### src/rtl/mux8_scan_ctrl.sv
// mux8_scan_ctrl: walks the select lines of an external 8:1 multiplexer,
// holding its active-low enable for a settle time before sampling each
// input, and publishes the assembled 8-bit word with its parity.
//
// state  | meaning
// -------+---------------------------------------------------------------
// IDLE   | waiting for start; sel=0, mux disabled
// SETUP  | one cycle with mux disabled while sel is stable
// SETTLE | mux enabled, wait counter runs down to zero
// SAMPLE | mux enabled, capture mux_y into shadow[sel], advance sel
// DONE   | mux disabled, shadow word copied to data/parity
module mux8_scan_ctrl #(
    parameter int SETTLE = 2,
    parameter bit INVERT = 1'b0
) (
    input  logic       clock,
    input  logic       reset,
    input  logic       start,
    input  logic       abort,
    input  logic       cont,
    input  logic       mux_y,
    output logic [2:0] sel,
    output logic       strobe_n,
    output logic [7:0] data,
    output logic       valid,
    output logic       busy,
    output logic       parity
);

    typedef enum logic [2:0] {
        ST_IDLE,
        ST_SETUP,
        ST_SETTLE,
        ST_SAMPLE,
        ST_DONE
    } state_t;

    localparam logic [3:0] CNT_LOAD = 4'(SETTLE - 1);

    state_t     state, state_nx;
    logic [2:0] sel_nx;
    logic [3:0] cnt, cnt_nx;
    logic [7:0] shadow, shadow_nx;
    logic [7:0] data_nx;
    logic       parity_nx;
    logic       valid_nx;

    // Register all controller state; reset overrides everything in flight.
    always_ff @(posedge clock) begin
        if (reset) begin
            state  <= ST_IDLE;
            sel    <= 3'd0;
            cnt    <= 4'd0;
            shadow <= 8'h00;
            data   <= 8'h00;
            parity <= 1'b0;
            valid  <= 1'b0;
        end else begin
            state  <= state_nx;
            sel    <= sel_nx;
            cnt    <= cnt_nx;
            shadow <= shadow_nx;
            data   <= data_nx;
            parity <= parity_nx;
            valid  <= valid_nx;
        end
    end

    // Next-state, select sequencing, capture and publish logic.
    always_comb begin
        state_nx  = state;
        sel_nx    = sel;
        cnt_nx    = cnt;
        shadow_nx = shadow;
        data_nx   = data;
        parity_nx = parity;
        valid_nx  = 1'b0;

        case (state)
            ST_IDLE: begin
                if (start) begin
                    state_nx  = ST_SETUP;
                    sel_nx    = 3'd0;
                    shadow_nx = 8'h00;
                end
            end
            ST_SETUP: begin
                state_nx = ST_SETTLE;
                cnt_nx   = CNT_LOAD;
            end
            ST_SETTLE: begin
                if (cnt == 4'd0) begin
                    state_nx = ST_SAMPLE;
                end else begin
                    cnt_nx = cnt - 4'd1;
                end
            end
            ST_SAMPLE: begin
                shadow_nx[sel] = mux_y ^ INVERT;
                if (sel == 3'd7) begin
                    state_nx = ST_DONE;
                end else begin
                    sel_nx   = sel + 3'd1;
                    state_nx = ST_SETUP;
                end
            end
            ST_DONE: begin
                data_nx   = shadow;
                parity_nx = ^shadow;
                valid_nx  = 1'b1;
                sel_nx    = 3'd0;
                if (cont) begin
                    state_nx  = ST_SETUP;
                    shadow_nx = 8'h00;
                end else begin
                    state_nx = ST_IDLE;
                end
            end
            default: begin
                state_nx = ST_IDLE;
                sel_nx   = 3'd0;
            end
        endcase

        // Abort only redirects the sequence; a publish already under way in
        // DONE is left to complete so the word and its valid pulse survive.
        if (abort && (state != ST_IDLE)) begin
            state_nx = ST_IDLE;
            sel_nx   = 3'd0;
        end
    end

    assign strobe_n = !((state == ST_SETTLE) || (state == ST_SAMPLE));
    assign busy     = (state != ST_IDLE);

endmodule
### config.mk
export PLATFORM = sky130hd
export DESIGN_NAME = mux8_scan_ctrl
export DESIGN_NICKNAME = d
export VERILOG_FILES = /design/src/rtl/mux8_scan_ctrl.sv
export SDC_FILE = /design/constraint.sdc
export NUM_CORES = 1
export LEC_CHECK = 0
export ABC_AREA = 1
export CORE_MARGIN = 4
export CORE_UTILIZATION = 42
export CTS_CLUSTER_DIAMETER = 150
export DETAILED_ROUTE_END_ITERATION = 8
export REMOVE_ABC_BUFFERS = 1
export SYNTH_ARGS = -nofsm -noshare
export SYNTH_HDL_FRONTEND = slang
export SYNTH_SLANG_ARGS = --single-unit
### constraint.sdc
create_clock -name clock -period 3.45 [get_ports clock]
set_input_delay 0.69 -clock clock [delete_from_list [all_inputs] [get_ports clock]]
set_output_delay 0.69 -clock clock [all_outputs]
set_load 0.02 [all_outputs]
==> out/metrics.yaml, run 1 <==
synth:
  synth_compound_area_frac: 0.113
  yosysTopAreaCellShare: 0.378
  synth_cells: 219
  synth_flop_cell: "dfxtp_1"
  synthAdderAreaFrac: 0.0253
  synth_top_area_cell: "dfxtp_1"
  synth_edf_count: 0
  ys_seq_area_frac: 0.378
  yosysWarnings: 0
  synth_top_family_by_area: "simple AND/OR/NAND/NOR gates"
  synth_xor_area_frac: 0
  ys_async_sr_fraction: 0
  synthMuxAreaShare: 0
  ys_top_cells_by_count: "nand2_1 (61), dfxtp_1 (28), inv_1 (25), nand3_1 (23), a21oi_1 (19)"
  synthTopCellsByArea: "dfxtp_1 (38%), nand2_1 (15%), nand3_1 (7.8%)"
  syn-mean-instance-area_um2: 6.77
  yosysMostFrequentCell: "nand2_1"
  synthSimpleGateAreaFrac: 0.386
  netlist_area_um2: 1480
  ys_seq_elements: 28
  synth_cell_types: 26
drt:
  drc_errors: 0
  wl_per_cell_um: 11.1
  dr.first_iter.drc_count: 75
  via_per_inst: 5.01
  vias: 1418
  antenna_left: 0
  wl_um: 3150
  dr.pass1.iters: 4
placement:
  placed_cells: 279
  dp_slack_ns: 1.28
  gp_congestion: 0.842
  hpwlAfterDp_um: 2370
  io_buffers: 20
sta:
  period_needed_ns: 2.34
  slew_viol_final: 0
  period_share: 0.679
  hold_viol: 0
  worst_slack_ns: 1.11
  max_freq_mhz: 427
  skew_ns: 0.00981
  setup_viol: 0
  rsz0062_at_grt: "no"
  setup_tns_ns: 0
  max-slew-margin-rel: 0.647
  worst_pin_slew_ns: 0.528
  whs_ns: 0.489
cells_and_area:
  fillerInstances: 355
  post-route-util: 0.517
  stdcell_count: 283
  drive_gt1_frac: 0.0717
  antennaDiodeCount: 0
  area_growth_pct: 17.3
  nets: 247
pwr:
  ir_drop_v: 0.000181
  p_per_area_nw_per_um2: 465
  leakagePower_nw: 0.725
critical_path:
  cp.arrival_ns: 1.65
  reg2reg_setup_slack_ns: 1.97
  crit_required_ns: 2.76
  rr_startpoint: "sel[0]$_SDFFE_PP0P_"
  end_kind: "primary output"
  critPathMaxFanout: 5
  crit_type: "reg -> out"
  startpoint_type: "flop"
  r2r_cells: 8
  reg2reg_to: "sel[1]$_SDFFE_PP0P_"
clocking:
  tritoncts: "yes"
  clock_sinks: 28
  post_cts_hold_buffer_count: 0
  cts_setup_buffers: 0
  cts.htree.levels: 1
  cts_max_path_buffers: 2
  root_buffer: "clkbuf_4"
  ctsResizeCount: 0
  clk_pin_slew_worst_paths_ns: 0.16
  cts_buffers: 3
  clk_latency_ns: 0.33
min_path:
  hp-class: "reg -> reg"
  whs_path_depth: 2
  hold_start: "shadow[7]$_SDFFE_PP0P_"
  hold_path_end: "data[7]$_SDFFE_PP0P_"
global_route:
  grt_pass1_wl_um: 5560
  grt.overflow.total: 0
  grt_start_max_net_pins: 19
  track_usage: 0.155
  grt_pass1_vias: 1307
  antenna_found_initial: 0
floorplan:
  die_height_um: 67.4
  dieArea_um2: 4540
  coreArea_um2: 3360
  num_rows: 21
  num_io_pins: 21
  die_w_um: 67.4
  initial_utilization: 0.441
job:
  cap_violations: 0
outcome:
  status: "finished clean"
==> worst max-delay path, cell delays in order (launching register included) <==
cell,delay [ns]
dfxtp_1,0.48
nor2_2,0.11
nand2_2,0.12
clkdlybuf4s50_1,0.62
==> power by group <==
part	switching (mW)	total (mW)	internal, mW
logic	0.156	0.253	0.0964
registers	0.0429	0.390	0.347
clock network	0.101	0.165	0.0646
total	0.300	0.808	0.508
==> placed cells by master, fill, tap and decap left out, types with 2 or more instances in the layout <==
cell type        count
inv_2                2
nor2_1              18
nand3_2              2
inv_1               25
nor2_2               2
o21ai_0             10
ha_1                 3
a21oi_1             19
nand2_1             61
nand2_2              2
nand4_1              8
nor3_1               2
nand3_1             23
clkbuf_4             3
clkdlybuf4s50_1     20
dfxtp_1             28
==> worst max path at each step <==
| stage | to | startpoint | cells past startpoint |
|---|---|---|---|
| after CTS | busy | state[0]$_SDFFE_PP0P_ | 3 |
| after detailed placement | cnt[2]$_SDFFE_PP0P_ | reset | 6 |
| final | busy | state[0]$_SDFFE_PP0P_ | 3 |
| after global placement | cnt[2]$_SDFFE_PP0P_ | reset | 6 |
| after floorplan | sel[0]$_SDFFE_PP0P_ | sel[0]$_SDFFE_PP0P_ | 7 |
| after global routing | busy | state[0]$_SDFFE_PP0P_ | 3 |
==> state kept, by name (all words and copies together), names as in the netlist <==
register / flops
data: 8
parity: 1
cnt: 4
shadow: 8
valid: 1
state: 3
sel: 3
==> kinds of logic (layout without fill, tap and decap cells) <==
| group | Yosys count | after routing |
|---|---|---|
| adder cells (fa/ha/maj) | 3 | 3 |
| AND/OR/NAND/NOR | 122 | 122 |
| AO/OA/AOI/OAI | 32 | 32 |
| buffers and inverters | 34 | 52 |
| flip-flops | 28 | 28 |
==> final cells by class <==
class	instances	area [µm²]	share of cell area
multi-input cells	157	777	0.447
repair buffers	20	200	0.115
well taps	46	57.6	0.0331
inverters	28	108	0.0619
flip-flops and latches	28	561	0.322
clock buffers	4	36.3	0.0209
==> metal layers <==
| metal | wire length [µm] | part of all wire | vias up | GRT usage |
|---|---|---|---|---|
| met2 | 1430 | 0.46 | 24 | 0.256 |
| met1 | 1590 | 0.51 | 640 | 0.207 |
| met5 | 0 | 0 | - | 0 |
| li1 | - | - | 750 | - |
| met3 | 99 | 0.031 | 4 | 0.0200 |
| met4 | 25 | 0.0079 | 0 | 0.0532 |
==> stage by stage <==
stage	cell area (µm²)	power [mW]
2_1_floorplan	1450	0.571
3_3_place_gp	1700	0.641
3_5_place_dp	1700	0.647
4_1_cts	1740	0.814
5_1_grt	1740	0.867
6_report	1740	0.808
No activity file was read; power rests on OpenSTA's default activity.
==> run 2: changes to the inputs <==
- clock period: 3.45 -> 2.2 ns (I/O delays scaled with it)
==> out/metrics.yaml, run 2 (synthesis results as in run 1) <==
floorplan:
  num_io_pins: 21  # unchanged
  die_height_um: 67.4  # unchanged
  die_w_um: 67.4  # unchanged
  num_rows: 21  # unchanged
  dieArea_um2: 4540  # unchanged
  initial_utilization: 0.441  # unchanged
  coreArea_um2: 3360  # unchanged
drt:
  vias: 1426  # was 1418
  wl_um: 3160  # was 3150 µm
  drc_errors: 0  # unchanged
  antenna_left: 0  # unchanged
  dr.first_iter.drc_count: 81  # was 75
  dr.pass1.iters: 5  # was 4
  via_per_inst: 4.97  # was 5.01
  wl_per_cell_um: 11.0  # was 11.1 µm
sta:
  setup_viol: 0  # unchanged
  period_share: 0.957
  whs_ns: 0.497  # was 0.489 ns
  setup_tns_ns: 0  # unchanged
  rsz0062_at_grt: "no"  # unchanged
  max-slew-margin-rel: 0.753  # was 0.647
  max_freq_mhz: 475
  worst_pin_slew_ns: 0.369  # was 0.528 ns
  skew_ns: 0.00566  # was 0.00981 ns
  slew_viol_final: 0  # unchanged
  period_needed_ns: 2.10
  hold_viol: 0  # unchanged
placement:
  io_buffers: 20  # unchanged
  gp_congestion: 0.801  # was 0.842
  hpwlAfterDp_um: 2380  # was 2370 µm
critical_path:
  crit_start: "state[0]$_SDFFE_PP0P_"  # unchanged
  crit_type: "reg -> out"  # unchanged
  rr_startpoint: "sel[0]$_SDFFE_PP0P_"  # unchanged
  end_kind: "primary output"  # unchanged
  reg2reg_to: "sel[0]$_SDFFE_PP0P_"  # was sel[1]$_SDFFE_PP0P_
  reg2reg_setup_slack_ns: 0.76  # was 1.97 ns
  r2r_cells: 7  # was 8
  critPathMaxFanout: 5  # unchanged
  cp.arrival_ns: 1.66  # was 1.65 ns
  crit_required_ns: 1.76  # was 2.76 ns
  startpoint_type: "flop"  # unchanged
pwr:
  power.total_mw: 1.38  # was 808 µW
  p_per_area_nw_per_um2: 771  # was 465 nW/µm²
  ir_drop_v: 0.000434  # was 0.000181 V
  leakagePower_nw: 0.752  # was 0.725 nW
cells_and_area:
  drive_gt1_frac: 0.0871  # was 0.0717
  reg_top3: "data x8, shadow x8, cnt x4"  # unchanged
  nets: 251  # was 247
  area_growth_pct: 20.4  # was 17.3%
  final_common_cell: "nand2_1"  # unchanged
  post-route-util: 0.531  # was 0.517
  antennaDiodeCount: 0  # unchanged
  mostFrequentLayoutCells: "nand2_1 (61), dfxtp_1 (28), inv_1 (25)"  # unchanged
min_path:
  hold_path_end: "data[6]$_SDFFE_PP0P_"  # was data[7]$_SDFFE_PP0P_
  hp-class: "reg -> reg"  # unchanged
  whs_path_depth: 2  # unchanged
  hold_start: "shadow[6]$_SDFFE_PP0P_"  # was shadow[7]$_SDFFE_PP0P_
clocking:
  cts.htree.levels: 1  # unchanged
  cts_setup_buffers: 0  # unchanged
  tritoncts: "yes"  # unchanged
  clk_latency_ns: 0.34  # was 0.33 ns
  root_buffer: "clkbuf_4"  # unchanged
  cts_max_path_buffers: 2  # unchanged
  ctsResizeCount: 0  # unchanged
  post_cts_hold_buffer_count: 0  # unchanged
  clk_pin_slew_worst_paths_ns: 0.16  # about the same
  cts_buffers: 3  # unchanged
  clock_sinks: 28  # unchanged
global_route:
  grt_pass1_wl_um: 5670  # was 5560 µm
  grt.overflow.total: 0  # unchanged
  antenna_found_initial: 0  # unchanged
  track_usage: 0.161  # was 0.155
  grt_start_max_net_pins: 19  # unchanged
  grt_pass1_vias: 1303  # was 1307
outcome:
  status: "finished clean"  # unchanged
job:
  cap_violations: 0  # unchanged
-- run 2: how the worst max path moves through the flow --
stage | end | slack, ns | cells past startpoint
2_1_floorplan | sel[0]$_SDFFE_PP0P_ | 0.79 | 7
3_3_place_gp | busy | 0.54 | 3
3_5_place_dp | busy | 0.49 | 3
4_1_cts | busy | 0.08 | 3
5_1_grt | busy | 0.0007 | 3
6_report | busy | 0.1 | 3
-- run 2: per-layer routing --
layer / GRT usage / part of all wire
met1: 0.205 / 0.48
met2: 0.267 / 0.47
met3: 0.0416 / 0.044
met4: 0.0456 / 0.0095
met5: 0 / 0
-- run 2: area by class of cell --
type	instances	area (µm²)
timing repair buffer	24	230
fill	356	1580
clock inverter	1	30.0
sequential	28	561
clock buffer	3	22.5
inverter	28	108
tap	46	57.6
multi-input combinational	157	777
-- run 2: worst max-delay path, cell delays in order, from the launching register on --
cell             delay, ns
dfxtp_1               0.40
nor2_2                0.25
nand2_2               0.13
clkdlybuf4s50_1       0.56
-- run 2: metrics by stage --
| stage | area (µm²) | std cells | worst slack (ns) |
|---|---|---|---|
| 6_report | 1790 | 287 | 0.0956 |
| 5_1_grt | 1790 | 287 | 0.000653 |
| 4_1_cts | 1790 | 287 | 0.0841 |
| 3_5_place_dp | 1730 | 283 | 0.491 |
| 3_3_place_gp | 1730 | 283 | 0.538 |
| 2_1_floorplan | 1450 | 213 | 0.794 |
-- run 2: power breakdown --
part / total [mW] / internal, mW / switching [mW] / leakage (nW)
combinational: 0.457 / 0.169 / 0.288 / 0.498
sequential: 0.577 / 0.544 / 0.0337 / 0.227
clock: 0.343 / 0.184 / 0.159 / 0.0279
